==> src/rtl/psum_collector.sv <==
// Partial-sum collector: holds PE opsums between channel-group passes,
// replays them as ipsum on the next pass and emits final ofmap values.
module psum_collector #(
  parameter int DATA_W  = 16,
  parameter int DEPTH   = 32,
  parameter int ADDR_W  = 5,
  parameter bit RELU_EN = 1'b1
) (
  input  logic              clk,
  input  logic              rst,
  input  logic              start,
  input  logic [ADDR_W-1:0] cfg_psum_num,
  input  logic [3:0]        cfg_pass_num,
  output logic              ipsum_enable,
  input  logic              ipsum_ready,
  output logic [DATA_W-1:0] ipsum,
  input  logic              opsum_enable,
  output logic              opsum_ready,
  input  logic [DATA_W-1:0] opsum,
  output logic              out_valid,
  input  logic              out_ready,
  output logic [DATA_W-1:0] out_data,
  output logic              busy,
  output logic              done
);

  typedef enum logic [1:0] {
    IDLE,
    FEED,
    COLLECT,
    FIN
  } state_t;

  state_t state, state_n;

  logic [ADDR_W-1:0] idx;
  logic [ADDR_W-1:0] psum_num;
  logic [3:0]        pass;
  logic [3:0]        pass_num;
  logic [DATA_W-1:0] mem [DEPTH];

  logic last_pass;
  logic last_idx;
  logic op_hs;
  logic out_hs;
  logic neg;

  assign last_pass = (pass == pass_num);
  assign last_idx  = (idx == psum_num);
  assign op_hs     = opsum_enable & opsum_ready;
  assign out_hs    = out_valid & out_ready;
  assign neg       = RELU_EN & opsum[DATA_W-1];
  assign busy      = (state != IDLE);

  // Pass 0 has no history, so the PE starts from zero.
  assign ipsum = (ipsum_enable && pass != 4'd0) ? mem[idx] : '0;

  always_comb begin
    state_n      = state;
    ipsum_enable = 1'b0;
    opsum_ready  = 1'b0;
    done         = 1'b0;
    unique case (state)
      IDLE: begin
        if (start) state_n = FEED;
      end
      FEED: begin
        ipsum_enable = 1'b1;
        if (ipsum_ready) state_n = COLLECT;
      end
      COLLECT: begin
        // Final pass only takes a value when the output slot can hold it.
        opsum_ready = !last_pass || !out_valid || out_ready;
        if (opsum_enable && opsum_ready)
          state_n = (last_pass && last_idx) ? FIN : FEED;
      end
      FIN: begin
        if (!out_valid) begin
          done    = 1'b1;
          state_n = IDLE;
        end
      end
      default: state_n = IDLE;
    endcase
  end

  always_ff @(posedge clk or negedge rst) begin
    if (!rst) begin
      state     <= IDLE;
      idx       <= '0;
      pass      <= '0;
      psum_num  <= '0;
      pass_num  <= '0;
      out_valid <= 1'b0;
      out_data  <= '0;
    end else begin
      state <= state_n;
      if (state == IDLE && start) begin
        psum_num <= cfg_psum_num;
        pass_num <= cfg_pass_num;
        idx      <= '0;
        pass     <= '0;
      end
      if (op_hs) begin
        if (last_idx) begin
          idx  <= '0;
          pass <= pass + 4'd1;
        end else begin
          idx <= idx + 1'b1;
        end
      end
      if (op_hs && last_pass) begin
        out_valid <= 1'b1;
        out_data  <= neg ? '0 : opsum;
      end else if (out_hs) begin
        out_valid <= 1'b0;
      end
    end
  end

  always_ff @(posedge clk) begin
    if (op_hs && !last_pass) mem[idx] <= opsum;
  end

endmodule

==> config.mk <==
export PLATFORM = sky130hd
export DESIGN_NAME = psum_collector
export DESIGN_NICKNAME = d
export VERILOG_FILES = /design/src/rtl/psum_collector.sv
export SDC_FILE = /design/constraint.sdc
export NUM_CORES = 1
export LEC_CHECK = 0
export CORE_ASPECT_RATIO = 1.5
export CORE_MARGIN = 3
export CORE_UTILIZATION = 35
export CTS_CLUSTER_DIAMETER = 150
export DETAILED_ROUTE_END_ITERATION = 7
export PLACE_DENSITY = 0.58
export SYNTH_ARGS = -nofsm -noshare
export SYNTH_HDL_FRONTEND = slang
export SYNTH_SLANG_ARGS = --single-unit
==> constraint.sdc <==
create_clock -name clk -period 5.55 [get_ports clk]
set_clock_uncertainty 0.2 [all_clocks]
set_input_delay 0.555 -clock clk [delete_from_list [all_inputs] [get_ports clk]]
set_output_delay 0.555 -clock clk [all_outputs]
set_load 0.05 [all_outputs]
# Word level (Yosys, flattened, before mapping)
# Memory sizes are Yosys's and may differ from the RTL's.
# Index checks and enable logic that the tools add are counted.
[classes] n_addsub=2 n_eq_ne=9 muxes=22 bitwise_logic=2 n_reduce_logical=16
[ops] op="16-bit two-way mux" n=1
[ops] op="15-bit two-way mux" n=1
[ops] op="5-bit two-way mux" n=3
[ops] op="4-bit two-way mux" n=3
[ops] op="2-bit two-way mux" n=5
[ops] op="1-bit two-way mux" n=8
[ops] op="2-bit inequality test (second input constant)" n=4
[ops] op="2-bit case mux with 4 select lines" n=1
[ops] op="1-bit logical AND" n=6
[ops] op="2-bit nonzero test" n=3
[ops] op="5-bit by 1-bit adder with 5-bit output (second input constant)" n=1
[ops] op="5-bit == test" n=1
[ops] op="4-bit by 1-bit adder with 4-bit output (second input constant)" n=1
[ops] op="2-bit == test (second input constant)" n=2
[ops] op="4-bit == test" n=1
[ops] op="4-bit AND reduction" n=1
[ops] op="4-bit nonzero test" n=1
[ops] op="1-bit AND" n=2
[ops] op="2-bit by 1-bit == test with 1-bit output (second input constant)" n=1
[ops] op="1-bit logical NOT" n=2
[ops] op="2-bit logical NOT" n=1
[ops] op="1-bit logical OR" n=2
[totals] ff_bits=37 ram_bits=512 output_inout_bits=37 mem_count=1
[memory_table] memory="mem" words=32 word_bits=16 rd=1 rd_clocked_by_memory_dff=0 wr=1 line="40" source="logic [DATA_W-1:0] mem [DEPTH];"

# Depth between registers and ports, before layout
[logic_depth] depth_word=9 depth_mapped=8 depth_no_buf=5

# Worst setup path after synthesis
# No wires, ideal clock.
[synth_timing] path_type="register to output" startpoint="reg state[1]" endpoint="out ipsum[10]" t_arrival_ps=2605 t_required_ps=4795 path_slack_ps=2190 path_stages_with_launch=6 path_buffers=2 path_cell_list="dfrtp_1 > buf_2 > nor2b_1 > nand2_1 > clkbuf_1 > a31oi_1"
[synth_via] elab_chain_cells=4
[synth_rtl] element="start, declared" line="34" source="state_t state, state_n;"
[synth_rtl] element="start signal, assigned" line="97" source="state <= state_n;"
[synth_rtl] element="2-bit by 1-bit == test with 1-bit output" line="63" source="unique case (state)"
[synth_rtl] element="1-bit two-way mux" line="63"
[synth_rtl] element="named net ipsum_enable" line="14" source="output logic ipsum_enable,"
[synth_rtl] element="1-bit logical AND" line="56" source="assign ipsum = (ipsum_enable && pass != 4'd0) ? mem[idx] : '0;"
[synth_rtl] element="16-bit two-way mux" line="56"
[synth_rtl] element="end, declared" line="16" source="output logic [DATA_W-1:0] ipsum,"
# The timed path passes the listed nets, and every way through them passes these cells.

# Worst setup path after layout
[layout_timing] startpoint="reg idx[0]" endpoint="out ipsum[3]"
[layout_via] elab_chain_cells=2
[layout_rtl] element="start, declared" line="36" source="logic [ADDR_W-1:0] idx;"
[layout_rtl] element="start signal, assigned" line="109" source="idx <= idx + 1'b1;"
[layout_rtl] element="memory 32 x 16 bit"
[layout_rtl] element="16-bit two-way mux" line="56"
# Every way passes these cells.

==> flow_metrics.py <==
metrics = {
    "routing": {
        "drcViolationCount": 0,
        "first_pass_iters": 5,
        "final_antenna_net_count": 0,
        "wl_met2_um": 26900,
        "via_per_inst": 5.39,
        "drt_wl_total_um": 52500,
        "vias": 10600,
        "m1WireLength_um": 20900,
        "wl_met3_um": 3270,
        "routed.top_layer": "met4",
        "wire_per_inst_um": 26.6,
        "drt_first_iter_violations": 1105,
    },
    "synthesis": {
        "synthCells": 1020,
        "yosys.area.top_type_share_pct": 71.9,
        "syn_nets": 1057,
        "ys_top_cells_by_area": "edfxtp_1, mux4_2, dfrtp_1, a22oi_1, mux4_1",
        "syn_avg_cell_area_um2": 21.0,
        "seq_area_frac_synth_pct": 76.1,
        "synth-warning-count": 0,
        "synth_area_leader_cell": "edfxtp_1",
        "ys_seq_elements": 548,
        "netlist_area_um2": 21400,
        "synth.distinct_cells": 50,
    },
    "placement": {
        "gp_congestion": 0.789,
        "numPortBuffers": 66,
        "dp_worst_setup_slack_ps": 1260,
        "placed_area_um2": 23200,
        "dpl.hpwl_um": 31300,
    },
    "clock_tree": {
        "insertion_delay_ps": 580,
        "htreeDepth": 2,
        "clockBufferDepth": 3,
        "clk_transition_reported_paths_ps": 60,
        "clock-sinks": 548,
        "post_cts_resized": 0,
        "cts_tree": "yes",
        "cts_setup_buffers": 0,
        "root_buffer": "clkbuf_16",
        "numCtsBuffers": 51,
    },
    "worst_setup_path": {
        "worst-setup-path-type": "reg -> out",
        "rr_worst_depth": 5,
        "max_stage_delay_ps": 1000,
        "arrival_ps": 4090,
        "cp_max_fo": 44,
        "startpoint": "idx[0]",
        "path_buf_inv": 2,
        "slowest_stage": "dfrtp_4",
        "worst_setup_path_end_kind": "output port",
        "critPathTopFamily": "buffers and inverters",
        "worstPathCellList": "buf_4 > mux4_2 > a22o_1 > a221oi_2 > a31oi_1 > clkdlybuf4s50_1",
        "r2r_start": "idx[1]",
        "critPathRequiredTime_ps": 4800,
        "worstSetupStartpointType": "register",
        "r2r_slack_ps": 1980,
        "reg2reg_to": "mem[2][0]",
    },
    "timing": {
        "fmaxAchievable_mhz": 206,
        "worst_slew_pin_slew_ps": 1330,
        "maxSlewHeadroom_pct": 11.2,
        "finalSetupViolCount": 0,
        "hold_violations": 0,
        "slew_violations": 0,
        "worst_slack_ps": 706,
        "period_needed_ps": 4840,
        "hold_ws_ps": 289,
        "setup_tns_ps": 0,
        "grt_setup_unrepaired": "false",
        "fin_crit_sh_pct": 87.3,
    },
    "die": {
        "die_w_um": 208,
        "initial_core_util_pct": 35.5,
        "pin_count": 68,
        "dieArea_um2": 64200,
        "coreArea_um2": 60300,
        "fp-row-count": 110,
        "die_h_um": 309,
    },
    "hold_path": {
        "hold_depth": 2,
        "min_to": "out_data[13]",
        "hold_path_class": "reg -> reg",
        "hp-start": "out_data[13]",
    },
    "grt": {
        "grt_pass1_vias": 11000,
        "grt_first_pass_wirelength_um": 77000,
        "track_usage_pct": 16.4,
        "grt_max_degree": 62,
        "overflow": 0,
        "antenna_found_initial": 2,
    },
    "power_and_ir_drop": {
        "power.density_nw_per_um2": 427,
        "p_leak_nw": 7.76,
        "power_mw": 10.6,
        "vdd_drop_max_v": 0.000340,
    },
    "job": {
        "maxCapViolCount": 0,
    },
    "finish": {
        "layout-drive-gt1-share_pct": 24.2,
        "final_nets": 1182,
        "area_growth_pct": 16.3,
        "fin_area_um2": 24900,
        "fill_cells": 5310,
    },
    "outcome": {
        "run_status": "finished, final reports clean",
    },
}
-- power by group --
part / switching [mW] / internal, mW
combinational: 1.20 / 1.03
clock: 1.52 / 1.99
sequential: 0.245 / 4.66
total: 2.96 / 7.68
-- kinds of logic (layout without fill, tap and decap cells) --
family / count (synthesis) / after routing / synth area share [%]
simple gates: 147 / 147 / 3.33
fa+ha+maj: 6 / 6 / 0.351
xor+xnor: 10 / 10 / 0.409
flops: 548 / 548 / 76.1
mux: 131 / 131 / 13.8
compound gates: 117 / 117 / 4.43
buf+inv: 60 / 228 / 1.61
other cells: 1 / 2 / 0.0175
-- metrics by stage --
step,utilization (%),instances
after floorplan,-,1020
after global placement,38.5,1875
after detailed placement,38.5,1875
after CTS,41.3,1972
final,41.3,1973
after global routing,41.3,1972
-- state kept, by name (all words and copies together) (netlist names) --
register   count
pass_num       4
psum_num       5
pass           4
state          2
out_valid      1
out_data      15
mem          512
idx            5
-- cells in the mapped netlist, drive strengths merged --
| master | number |
|---|---|
| a221oi | 16 |
| clkbuf | 12 |
| mux4 | 128 |
| a22o | 16 |
| and4 | 1 |
| mux2i | 2 |
| a31o | 2 |
| a22oi | 32 |
| conb | 1 |
| nand3 | 7 |
| dfrtp | 36 |
| ha | 6 |
| buf | 40 |
| o21ai | 21 |
| and2 | 2 |
| xnor2 | 4 |
| a211oi | 2 |
| nand4 | 1 |
| edfxtp | 512 |
| or3 | 1 |
| nor3 | 3 |
| a21o | 1 |
| a21oi | 4 |
| xor2 | 6 |
| nand3b | 4 |
| nand2 | 58 |
| a32o | 1 |
| or2 | 2 |
| o22ai | 1 |
| o31a | 1 |
| a31oi | 17 |
| nand2b | 20 |
| inv | 8 |
| mux2 | 1 |
| o211ai | 1 |
| nor2 | 40 |
| a32oi | 1 |
| nor2b | 4 |
| a311o | 1 |
| nor3b | 4 |
-- worst reg2reg max path: stages (launching register included) --
cell     delay (ps)
dfrtp_4        1040
buf_12          370
ha_1            210
nand2_1         210
nor2_1          800
buf_4           400
-- repair_timing --
item                                   CTS  global route
endpoints found under the hold margin   36             0
hold buffers                             1             0
setup endpoints to repair                0             0
-- metal layers --
layer	vias up	global-route usage (%)
li1	4488	-
met1	5692	21.3
met2	368	28.1
met3	82	3.12
met4	0	5.01
met5	-	0
-- area by class of cell --
type	instances	area, um2	share of cell area (%)
sequential	548	16300	65.4
clock buffer	63	1360	5.47
tap	784	981	3.94
multi-input combinational	412	4790	19.2
inverter	8	30.0	0.121
antenna	1	2.50	0.0101
clock inverter	33	314	1.26
timing repair buffer	124	1130	4.52
-- cells in the final DEF, fill, tap and decap left out, drive strengths merged, types with 16 or more instances in the layout --
master,n
clkinv,22
mux4,128
a22o,16
o21ai,21
nand2b,20
a31oi,17
buf,59
nor2,40
clkbuf,63
edfxtp,512
dfrtp,36
a22oi,32
a221oi,16
clkdlybuf4s50,64
nand2,58
-- how the worst max path moves through the flow --
stage	end	slack (ps)	cells past startpoint
after floorplan	ipsum[10]	2190	5
after global placement	ipsum[3]	1280	6
after detailed placement	ipsum[3]	1260	6
after CTS	ipsum[3]	640	6
after global routing	ipsum[3]	460	6
final	ipsum[3]	710	6
Power figures use the tool's default switching activity.
